===== config.mk =====
export PLATFORM = sky130hd
export DESIGN_NAME = mem_port_arbiter
export DESIGN_NICKNAME = d
export VERILOG_FILES = /design/src/rtl/mem_port_arbiter.sv
export SDC_FILE = /design/constraint.sdc
export NUM_CORES = 1
export LEC_CHECK = 0
export BUFFER_PORTS_ARGS = -buffer_cell sky130_fd_sc_hd__buf_4
export CORE_MARGIN = 5
export CORE_UTILIZATION = 41
export DETAILED_ROUTE_END_ITERATION = 7
export MAX_ROUTING_LAYER = met4
export PLACE_DENSITY = 0.77
export SLEW_MARGIN = 25
export SYNTH_ARGS = -nofsm -noshare
export SYNTH_HDL_FRONTEND = slang
export SYNTH_SLANG_ARGS = --single-unit

===== constraint.sdc =====
create_clock -name clk -period 1.7 [get_ports clk]
set_input_delay 0.34 -clock clk [delete_from_list [all_inputs] [get_ports clk]]
set_output_delay 0.34 -clock clk [all_outputs]
set_load 0.005 [all_outputs]

===== src/rtl/mem_port_arbiter.sv =====
// Purpose : shares one data-memory BRAM port between the exec memory unit (r0) and the loader/debug port (r1).
// Latency : accept is combinational in the order cycle; done follows exactly READ_LAT cycles later.
// Backpressure: the loser of a round-robin grant sees accepted=0 and holds its order and operands.
//
// Ports:
//   clk, rst                      clock, synchronous active-high reset
//   rN_order/rN_accepted/rN_done  per-requester handshake (N = 0, 1)
//   rN_addr/rN_sd/rN_write/rN_ld  per-requester word address, store data, byte enables (0 = load), load data
//   mem_a/mem_sd/mem_write/mem_en BRAM command side; mem_ld is the BRAM read data (valid READ_LAT after mem_en)
module mem_port_arbiter #(
    parameter int ADDR_W   = 17,
    parameter int DATA_W   = 32,
    parameter int READ_LAT = 2      // legal range 1..4
) (
    input  logic              clk,
    input  logic              rst,

    input  logic              r0_order,
    output logic              r0_accepted,
    output logic              r0_done,
    input  logic [ADDR_W-1:0] r0_addr,
    input  logic [DATA_W-1:0] r0_sd,
    input  logic [3:0]        r0_write,
    output logic [DATA_W-1:0] r0_ld,

    input  logic              r1_order,
    output logic              r1_accepted,
    output logic              r1_done,
    input  logic [ADDR_W-1:0] r1_addr,
    input  logic [DATA_W-1:0] r1_sd,
    input  logic [3:0]        r1_write,
    output logic [DATA_W-1:0] r1_ld,

    output logic [ADDR_W-1:0] mem_a,
    output logic [DATA_W-1:0] mem_sd,
    input  logic [DATA_W-1:0] mem_ld,
    output logic [3:0]        mem_write,
    output logic              mem_en
);

    // rr_ptr names the requester that wins when both order (0 or 1).
    logic                rr_ptr;
    logic                grant0;
    logic                grant1;
    logic                grant;

    // Registered mirror of the last granted address/data, driven while idle.
    logic [ADDR_W-1:0]   a_q;
    logic [DATA_W-1:0]   sd_q;

    // Tag pipeline: one {valid, owner} pair per BRAM read stage.
    logic [READ_LAT-1:0] tag_vld;
    logic [READ_LAT-1:0] tag_own;

    logic [DATA_W-1:0]   ld0_q;
    logic [DATA_W-1:0]   ld1_q;

    always_comb begin
        grant0 = !rst && r0_order && (!r1_order || !rr_ptr);
        grant1 = !rst && r1_order && (!r0_order ||  rr_ptr);
        grant  = grant0 || grant1;
    end

    assign r0_accepted = grant0;
    assign r1_accepted = grant1;

    always_comb begin
        mem_en    = grant;
        mem_write = 4'b0000;
        mem_a     = a_q;
        mem_sd    = sd_q;
        if (grant0) begin
            mem_write = r0_write;
            mem_a     = r0_addr;
            mem_sd    = r0_sd;
        end else if (grant1) begin
            mem_write = r1_write;
            mem_a     = r1_addr;
            mem_sd    = r1_sd;
        end
    end

    always_ff @(posedge clk) begin
        if (rst) begin
            rr_ptr  <= 1'b0;
            tag_vld <= '0;
            tag_own <= '0;
            a_q     <= '0;
            sd_q    <= '0;
        end else begin
            // Winner loses priority; the other requester is favoured next.
            if (grant) begin
                rr_ptr <= grant0;
                a_q    <= mem_a;
                sd_q   <= mem_sd;
            end
            // Shift every cycle with no stall: BRAM latency is fixed.
            for (int i = READ_LAT - 1; i > 0; i--) begin
                tag_vld[i] <= tag_vld[i-1];
                tag_own[i] <= tag_own[i-1];
            end
            tag_vld[0] <= grant;
            tag_own[0] <= grant1;
        end
    end

    // Dones are suppressed while reset is held so in-flight tags vanish silently.
    assign r0_done = !rst && tag_vld[READ_LAT-1] && !tag_own[READ_LAT-1];
    assign r1_done = !rst && tag_vld[READ_LAT-1] &&  tag_own[READ_LAT-1];

    always_ff @(posedge clk) begin
        if (rst) begin
            ld0_q <= '0;
            ld1_q <= '0;
        end else begin
            if (r0_done) ld0_q <= mem_ld;
            if (r1_done) ld1_q <= mem_ld;
        end
    end

    // Load data is live in the done cycle and held afterwards.
    assign r0_ld = r0_done ? mem_ld : ld0_q;
    assign r1_ld = r1_done ? mem_ld : ld1_q;

endmodule


# Word-level counts from Yosys, hierarchy flattened
# Index checks and enable logic that the tools add are counted.
# totals
output_inout_bits,122
word_cells,30
in_bits,142
regBits,118
# classes
reduce_logical,15
mux,8
# ops
operator,n
$mux 32,4
$mux 17,2
$mux 4,2
$logic_and 1x1->1,7
$logic_not 1->1,5
$logic_or 1x1->1,3

# Longest topological paths before layout
# Gate-level depths: netlist of the first run.
# logic_depth
word_depth,5
mapped_depth,6
depth_no_buf,3

# Worst setup path after synthesis of the first run
# OpenSTA, ideal clock, no wires.
# synth_timing
path_type,input to output
startpoint,input r1_order
endpoint,output mem_a[0]
setup_slack_ns,0.019
t_arrival_ns,1.341
path_buffers,3
required_ns,1.360
path_stages,6
cell_sequence,buf_2 -> a21boi_2 -> buf_2 -> buf_2 -> a32oi_1 -> o21ai_0
# synth_via
elab_chain_len,4
elab_cells_between_ends,7
classes_between,mux (2); reduce/logical (5)
# synth_rtl
item,line,text
from (decl),26,"input logic r1_order,"
$logic_and 1x1->1 or $logic_not 1->1 (tied branches),"60, 59",
$logic_and 1x1->1 or $logic_or 1x1->1 (tied branches),"60, 59",
$mux 17 or $logic_and 1x1->1 (tied branches),"76, 59",
$mux 17 *,72,if (grant0) begin
to (decl),34,"output logic [ADDR_W-1:0] mem_a,"
# Mark *: on every way between the ends. The rest lies on a longest branch, timed or not.

# Worst setup path after layout of the first run
# layout_timing
startpoint,register rr_ptr
endpoint,output mem_sd[13]
# layout_via
elab_chain_len,4
elab_cells_between_ends,7
classes_between,mux (2); reduce/logical (5)
# layout_rtl
item,line,text
from (decl),42,logic rr_ptr;
from (signal assigned),93,rr_ptr <= grant0;
$logic_or 1x1->1 or $logic_not 1->1 (tied branches),"60, 59",
$logic_and 1x1->1 or $logic_or 1x1->1 (tied branches),"60, 59",
$mux 32 or $logic_and 1x1->1 (tied branches),"76, 59",
$mux 32 *,72,
to (decl),35,"output logic [DATA_W-1:0] mem_sd,"
# Marked as above.

==> results of run 1 <==
final timing paths:
| kind | to |
|---|---|
| min | sd_q[6]$_SDFFE_PP0P_ |
| max | mem_sd[13] |
| min reg2reg | tag_vld[1]$_SDFF_PP0_ |
| max reg2reg | ld0_q[9]$_SDFF_PP0_ |
through the flow:
stage          utilization [%]  cell area, um^2  cells
2_1_floorplan                -             5050    509
3_3_place_gp              60.5             7300    917
3_5_place_dp              60.5             7300    917
4_1_cts                   71.6             8630    968
5_1_grt                   75.4             9100    984
6_report                  75.4             9100    984
registers in the layout, summed over array words and instances (netlist names):
signal and cells:
sd_q 32, ld0_q 32, tag_vld 2, a_q 17
tag_own 2, ld1_q 32, rr_ptr 1
layer usage:
layer  vias up  GRT usage (%)  wire, um
met5         -              -         0
met4         0           8.71       512
met3        39           7.04      1630
met2       289           40.8     10700
met1      2585           26.5      7480
li1       2431              -         -
logic make-up (layout without fill, tap and decap cells):
group / after synthesis / in the layout / synth area share (%)
AO/OA/AOI/OAI: 154 / 154 / 19.4
multiplexers: 64 / 64 / 15.7
AND/OR/NAND/NOR: 122 / 122 / 13.4
buffers and inverters: 51 / 358 / 4.73
flip-flops: 118 / 118 / 46.8
what timing repair did:
| item | 4_1_cts | 5_1_grt |
|---|---|---|
| setup endpoints to repair | 121 | 121 |
| hold endpoints to repair | 0 | 0 |
| gates resized for setup | 140 | 42 |
| pin swaps | 9 | 12 |
| gates cloned | 7 | 7 |
| buffers inserted | 13 | 11 |
final cells by class:
cell class                 instances  area [um^2]  share of cell area [%]
sequential                       118         2370                    26.0
inverter                           3         11.3                   0.124
clock inverter                     8         95.1                    1.05
tap                              168          210                    2.31
timing repair buffer             323         2840                    31.2
clock buffer                      24          502                    5.51
multi-input combinational        340         3070                    33.8
worst max-delay path, delay by kind of cell (launching register included):
kind / cells / cell delay, ns
simple gates: 1 / 0.25
compound gates: 2 / 0.42
buf+inv: 2 / 0.35
flops: 1 / 0.36
cell usage in the layout (no fill, tap or decap):
cell type and instances:
a21oi_1 49, nor2b_4 1, mux2_4 45, dfxtp_4 1, o21ai_0 1, buf_16 5
o21bai_4 1, nand2_1 49, a22o_1 4, clkbuf_8 5, o21ai_2 9, nand2b_4 1
a211oi_1 1, clkinvlp_4 2, clkbuf_1 2, nor3b_4 1, buf_12 8, buf_4 276
buf_6 27, bufinv_16 2, and2b_1 5, buf_8 1, and3b_2 1, nor2b_1 61
a21boi_4 1, nand3b_4 1, a32oi_2 41, mux2_2 19, nor2_1 1, o21ai_1 39
clkbuf_16 23, and3b_1 1, dfxtp_1 115, clkinv_2 4, inv_1 3, dfxtp_2 2
a32oi_4 8
report_power, final:
part | switching [mW] | internal (mW)
clock | 1.21 | 2.34
combinational | 0.746 | 0.894
sequential | 0.0427 | 2.90
==> summary by stage, run 1 <==
Timing
For the finished layout, the period the worst path requires is 2.15 ns. Setup repair after global routing could not meet its margin everywhere. Across all setup checks in the final design, the least slack found is -0.453 ns. Measured against its own limit, the worst slew margin works out to 57.1%. The number of failing hold endpoints at the final stage was 0.

Based on the critical path, the design can be clocked at up to 464 MHz. The worst path uses 127% of the clock period. The max-slew violation count came to 0.

The worst setup skew after layout is 0.00680 ns. Adding up every negative setup slack in the final design gives -44.56 ns. At the pin with the least slew margin, the transition time is 0.643 ns. Setup violations remaining at the end of the flow were counted as 121. The final hold slack is 0.206 ns.

Floorplanning
The floorplan die height is 121 um. The site row count is 40. The number of placed I/O pins is 264. The overall die area is 14600 um^2. The floorplan step set the die width to 121 um. The initial utilization of the core area, before any placement, comes to 41.9%. The standard cell core area is 12100 um^2.

Run status
The run finished, with violations left. The checks that failed: setup timing.

Hold path
The number of instances on the worst hold path is 3. The path type of the worst min-delay path is primary input to flop. In this run the most critical hold path is launched from r0_sd[6].

Critical path
For the worst setup path, the data required time is 1.36 ns. In this run the worst path has a maximum fanout of 10. The minimum setup slack among reg-to-reg paths is 0.09 ns. The cell count of the worst reg-to-reg path is 7. In this run the worst setup path begins at rr_ptr$_SDFFE_PP0P_. In this run the critical register-to-register path is launched from tag_own[1]$_SDFF_PP0_. STA classifies the critical path startpoint as a flop.

The worst path arrival time is 1.81 ns. The cell with the largest stage delay on the worst path is dfxtp_4. The critical path in this run is classified as flop to output port. In this design, the stage delay of the slowest critical-path cell is 0.36 ns. The critical path goes through nand2b_4, buf_16, a32oi_2, o21ai_1, buf_4. The critical path endpoint category is an output port.

Route
The first routing iteration left 317 violations. The first detailed-routing pass took 5 iterations. Summing over every cut layer, the via total after detailed routing is 5344. In the routed design, unresolved DRC markers number 0.

The average routed wire per standard cell is 20.6 um. In the routed layout, each cell is associated on average with a via count of 5.43. For this block, the routed nets add up to 20300 um of wire. The count of nets left with antenna violations once routing finished came out at 0.

CTS
The clock-pin slew of the registers on the worst-case setup and hold paths is 0.05 ns. The number of clock buffers added by TritonCTS is 17. After clock tree synthesis, the flow added hold-fix buffers numbering 0. The H-tree was split into 4 levels.

The latest clock arrival within the worst-skew pair is 0.41 ns. The TritonCTS clock tree is done. The clock sink count is 118. Counting along the longest clock path gives a buffer depth of 2. The clock root buffer is clkbuf_16.

Logic synthesis
The most common cell in the synthesized netlist is dfxtp_1. Of all flip-flops after synthesis, the portion carrying an async set or reset was 0%. The Yosys warning count is 0. The synthesized design contains 0 enable-type register cells. The synthesized netlist occupies a cell area of 5050 um^2.

The number of unique standard cell types used by synthesis is 24. Summing the sequential cell areas from Yosys gives 46.8% of the chip area. The fraction of synthesized cell area taken by the top area cell type is 46.8%. The synthesized design spends more area on one cell type than any other, namely dfxtp_1. The number of nets handed over by synthesis was 651. The number of flip-flops and latches in the synthesized netlist is 118. The dominant synthesized flop cell is dfxtp_1. After technology mapping, the gate count stands at 509. Sorting the synthesized cells by area gives the leading types as dfxtp_1 (47%), mux2_2 (9.1%), a32oi_1 (8.5%), nor2b_1 (7.7%), mux2_4 (5.6%). Averaged over all synthesized cells, the footprint is 9.92 um^2. In the synthesized netlist, the cells that appear most often are dfxtp_1 (118), nor2b_1 (62).

Global routing
The initial antenna violation count is 0. The via count of the first global-routing pass is 5259. The largest net degree at the start of global routing is 79.

Global routing used 23.9% of the available tracks across all layers. The overall overflow remaining after global route is 0. The wire length of the first global-routing pass is 26900 um.

Finish
Compared with the post-synthesis result, the final layout area differs by 80.2%. The post-route netlist has 59.4% of its cells at a drive strength greater than 1. In the final design database the tool counted 945 nets. The antenna diode count is 0.

Counting the fill cells in the layout gives 758.

Place
Summed over all nets, the half-perimeter wirelength after detailed placement is 11400 um. The count of input and output buffers is 263. At the placement stage, the worst setup path has a slack of -0.151 ns. The final weighted congestion in routability-driven placement is 0.824.

Power and ir drop
Power comes to 8.14 mW. The cell area power density is 894 nW/um^2. For this design the static power due to leakage is 4.13 nW. The peak ir drop on the vdd network is 0.729 mV.

Job
Max-cap violations in this run came to 0.
(Power assumes the default switching activity.)
==> run 2: changes to the inputs <==
--- a/config.mk
+++ b/config.mk
@@ -11,6 +11,7 @@
 export DETAILED_ROUTE_END_ITERATION = 7
 export MAX_ROUTING_LAYER = met4
 export PLACE_DENSITY = 0.77
+export SKIP_LAST_GASP = 1
 export SLEW_MARGIN = 25
 export SYNTH_ARGS = -nofsm -noshare
 export SYNTH_HDL_FRONTEND = slang
==> summary by stage, run 2 (synthesized netlist as in run 1, its figures left out) <==
Finish
The number of nets in the finished design is 940 (was 945). The most common cell after layout, fill and taps aside was buf_4 (unchanged). The number of filler instances in the final layout is 765 (was 758). Commonest cells after routing, fill and taps aside: buf_4 (274), dfxtp_1 (115), nor2b_1 (62) (was buf_4 (276), dfxtp_1 (115), nor2b_1 (61)).

The final design area excluding fillers is 9010 um^2 (was 9100 um^2). Largest registers: ld0_q (32), ld1_q (32), sd_q (32) (unchanged). The share of post-route cells with drive strength above 1 is 57.8% (was 59.4%). The combined flip-flop and latch cell area is 2370 um^2 (unchanged).

The antenna diode count was 0 (unchanged). The multi-input logic area is 3050 um^2 (was 3070 um^2). The post-synthesis to final-layout area growth came to 78.4% (was 80.2%).

Power and ir drop
The cell area power density is 895 nW/um^2 (was 894 nW/um^2). The total power is 8.06 mW (was 8.14 mW). The peak ir drop on the vdd network is 0.670 mV (was 0.729 mV). The standby leakage power is 4.11 nW (was 4.13 nW).

Critical path
The worst reg2reg path startpoint is tag_own[1]$_SDFF_PP0_ (unchanged). The count of buffering cells on the critical path with inverters included is 4 (was 2). The critical-path maximum fanout is 5 (was 10). The critical path endpoint category is an output port (unchanged). The element type at the critical path start is a flop (unchanged).

The worst stage delay on the critical path is 0.33 ns (was 0.36 ns). The category of the critical setup timing path was flop to output port (unchanged). The cell count of the worst reg-to-reg path came to 7 (unchanged). The kind of cell adding the most delay to the critical path is buffers and inverters (was compound AO/OA/AOI/OAI gates). The required arrival time at the worst endpoint came to 1.36 ns (about the same). The worst path arrival time came to 1.77 ns (was 1.81 ns).

The endpoint of the lowest-slack register-to-register path is ld0_q[9]$_SDFF_PP0_ (unchanged). Ordered cell list for the critical path: nor3b_4, buf_6, buf_6, buf_12, mux2_4, buf_6 (was nand2b_4, buf_16, a32oi_2, o21ai_1, buf_4). The cell occurring most often along the worst timing path is buf_6.

The minimum setup slack among reg-to-reg paths was 0.10 ns (was 0.09 ns). The cell with the largest stage delay on the worst path is dfxtp_2 (was dfxtp_4).

Global routing
The wire length of the first global-routing pass was 26800 um (was 26900 um). The via count of the first global-routing pass is 5258 (was 5259). The largest net degree at the start of global routing is 79 (unchanged).

The met3 track demand over resource in global routing is 6.71% (was 7.04%). The met1 track demand over resource is 26.3% (was 26.5%). The overall track demand over capacity in global routing came to 23.8% (was 23.9%). The overall overflow remaining after global route came to 0 (unchanged). The routing usage on met2 is 40.7% (was 40.8%).

The layer with the highest usage after global routing is met2 (unchanged). The initial antenna violation count is 0 (unchanged).

Floorplanning
The effective utilization at floorplan is 41.9% (unchanged). The floorplan die height came to 121 um (unchanged). The number of placed I/O pins is 264 (unchanged). The standard cell core area was 12100 um^2 (unchanged). The overall die area came to 14600 um^2 (unchanged). The die span in x is 121 um (unchanged). The site row count was 40 (unchanged).

Route
The iteration-0 DRC count of the detailed router is 280 (was 317). The total via count in the routed design came to 5219 (was 5344). The remaining antenna violation count is 0 (unchanged).

The post-detailed-route via-to-cell ratio is 5.33 (was 5.43). The average routed wire per standard cell is 19.5 um (was 20.6 um). The post-detailed-routing wire length is 19100 um (was 20300 um). The number of iterations in the first detailed-routing pass came to 4 (was 5). The post-route DRC violation count is 0 (unchanged).

Hold path
The number of instances on the worst hold path is 3 (unchanged). The worst-case hold path end point is sd_q[6]$_SDFFE_PP0P_ (unchanged). The source of the worst hold timing path is r0_sd[6] (unchanged).

The path type of the worst min-delay path is primary input to flop (unchanged).

Place
The total placed instance area came to 7300 um^2 (unchanged). The worst setup timing slack at the placement stage came to -0.151 ns (unchanged). The final weighted congestion in routability-driven placement is 0.824 (unchanged). The placed wire-length estimate after detailed placement is 11400 um (unchanged).

The count of input and output buffers came to 263 (unchanged).

Run status
Outcome: finished with violations (unchanged). Failing checks: setup timing (unchanged).

Timing
The clock period minus worst slack was 2.11 ns (was 2.15 ns). The count of final setup violators is 121 (unchanged). The worst setup skew after layout came to 0.00551 ns (was 0.00680 ns). The fmax is 473 MHz (was 464 MHz).

The max-slew violation count is 0 (unchanged). The total negative setup slack is -42.11 ns (was -44.56 ns). The number of failing hold endpoints at the final stage was 0 (unchanged). Setup repair after global routing missed its margin: true (unchanged).

The final hold slack came to 0.207 ns (was 0.206 ns). The slew at the pin with the worst max-slew slack came to 0.590 ns (was 0.643 ns). The minimum setup slack in the final design is -0.413 ns (was -0.453 ns). The final worst-path cycle share is 124% (was 127%). The worst slew slack as a fraction of its limit was 60.6% (was 57.1%).

CTS
The maximum count of clock buffers along a single path is 2 (unchanged). The CTS buffer count is 17 (unchanged). The clock sink count is 118 (unchanged). The clock-pin slew of the registers on the worst-case setup and hold paths is 0.05 ns (about the same). The number of H-tree levels was 4 (unchanged). The clock root buffer was clkbuf_16 (unchanged). The TritonCTS clock tree is done (unchanged).

The cts-stage hold buffer count came to 0 (unchanged). The latest clock arrival within the worst-skew pair is 0.41 ns (about the same).

Job
The number of maximum-capacitance constraint violations came to 0 (unchanged).
==> run 2: cell count changes in the layout (fill, tap and decap cells not counted), moves of 7 or more <==
| cell | previous run | this run |
|---|---|---|
| mux2_4 | 45 | 56 |
| o21ai_1 | 39 | 31 |
| o21ai_0 | 1 | 12 |
| a32oi_1 | 0 | 7 |
| a32oi_2 | 41 | 33 |
| mux2_2 | 19 | 8 |
==> run 2: cell type report <==
class,count,area share (%)
Timing Repair Buffer,318,30.7
Multi-Input combinational cell,340,33.9
Clock buffer,24,5.57
Sequential cell,118,26.3
Inverter,3,0.125
Clock inverter,8,1.06
Tap cell,168,2.33
==> run 2: how the worst max path moves through the flow <==
stage / startpoint / to / depth (start not counted)
final: tag_own[1]$_SDFF_PP0_ / r0_ld[3] / 6
after global placement: rst / r0_ld[6] / 5
after detailed placement: rst / r0_ld[7] / 5
after global routing: rr_ptr$_SDFFE_PP0P_ / mem_sd[29] / 6
after floorplan: r1_order / mem_a[0] / 6
after CTS: tag_own[1]$_SDFF_PP0_ / r0_ld[5] / 6
==> run 2: tightest hold or removal path, delay by kind of cell <==
| family | cells | cell delay [ns] |
|---|---|---|
| AO/OA/AOI/OAI | 2 | 0.16 |
| buffers and inverters | 1 | 0.08 |
==> run 2: metal layers <==
layer  vias to the layer above  wire length, um
li1                       2420                -
met1                      2497             7290
met2                       259             9880
met3                        43             1390
met4                         0              545
met5                         -                0
==> run 2: timing repair <==
action | in CTS | in global routing
buffers inserted | 13 | 8
gates resized for setup | 104 | 72
pin swaps | 9 | 11
setup endpoints to repair | 121 | 121
cloned | 7 | 5
==> run 2: power breakdown <==
part           leakage [nW]  total, mW  switching [mW]  internal [mW]
clock                 0.292       3.56            1.22           2.34
combinational          2.86       1.56           0.699          0.865
sequential            0.967       2.94          0.0400           2.90
total                  4.11       8.06            1.96           6.10
==> run 2: stage by stage <==
step / utilization (%) / cells
after global routing: 74.7 / 979
final: 74.7 / 979
after detailed placement: 60.5 / 917
after floorplan: - / 509
after CTS: 71.2 / 968
after global placement: 60.5 / 917
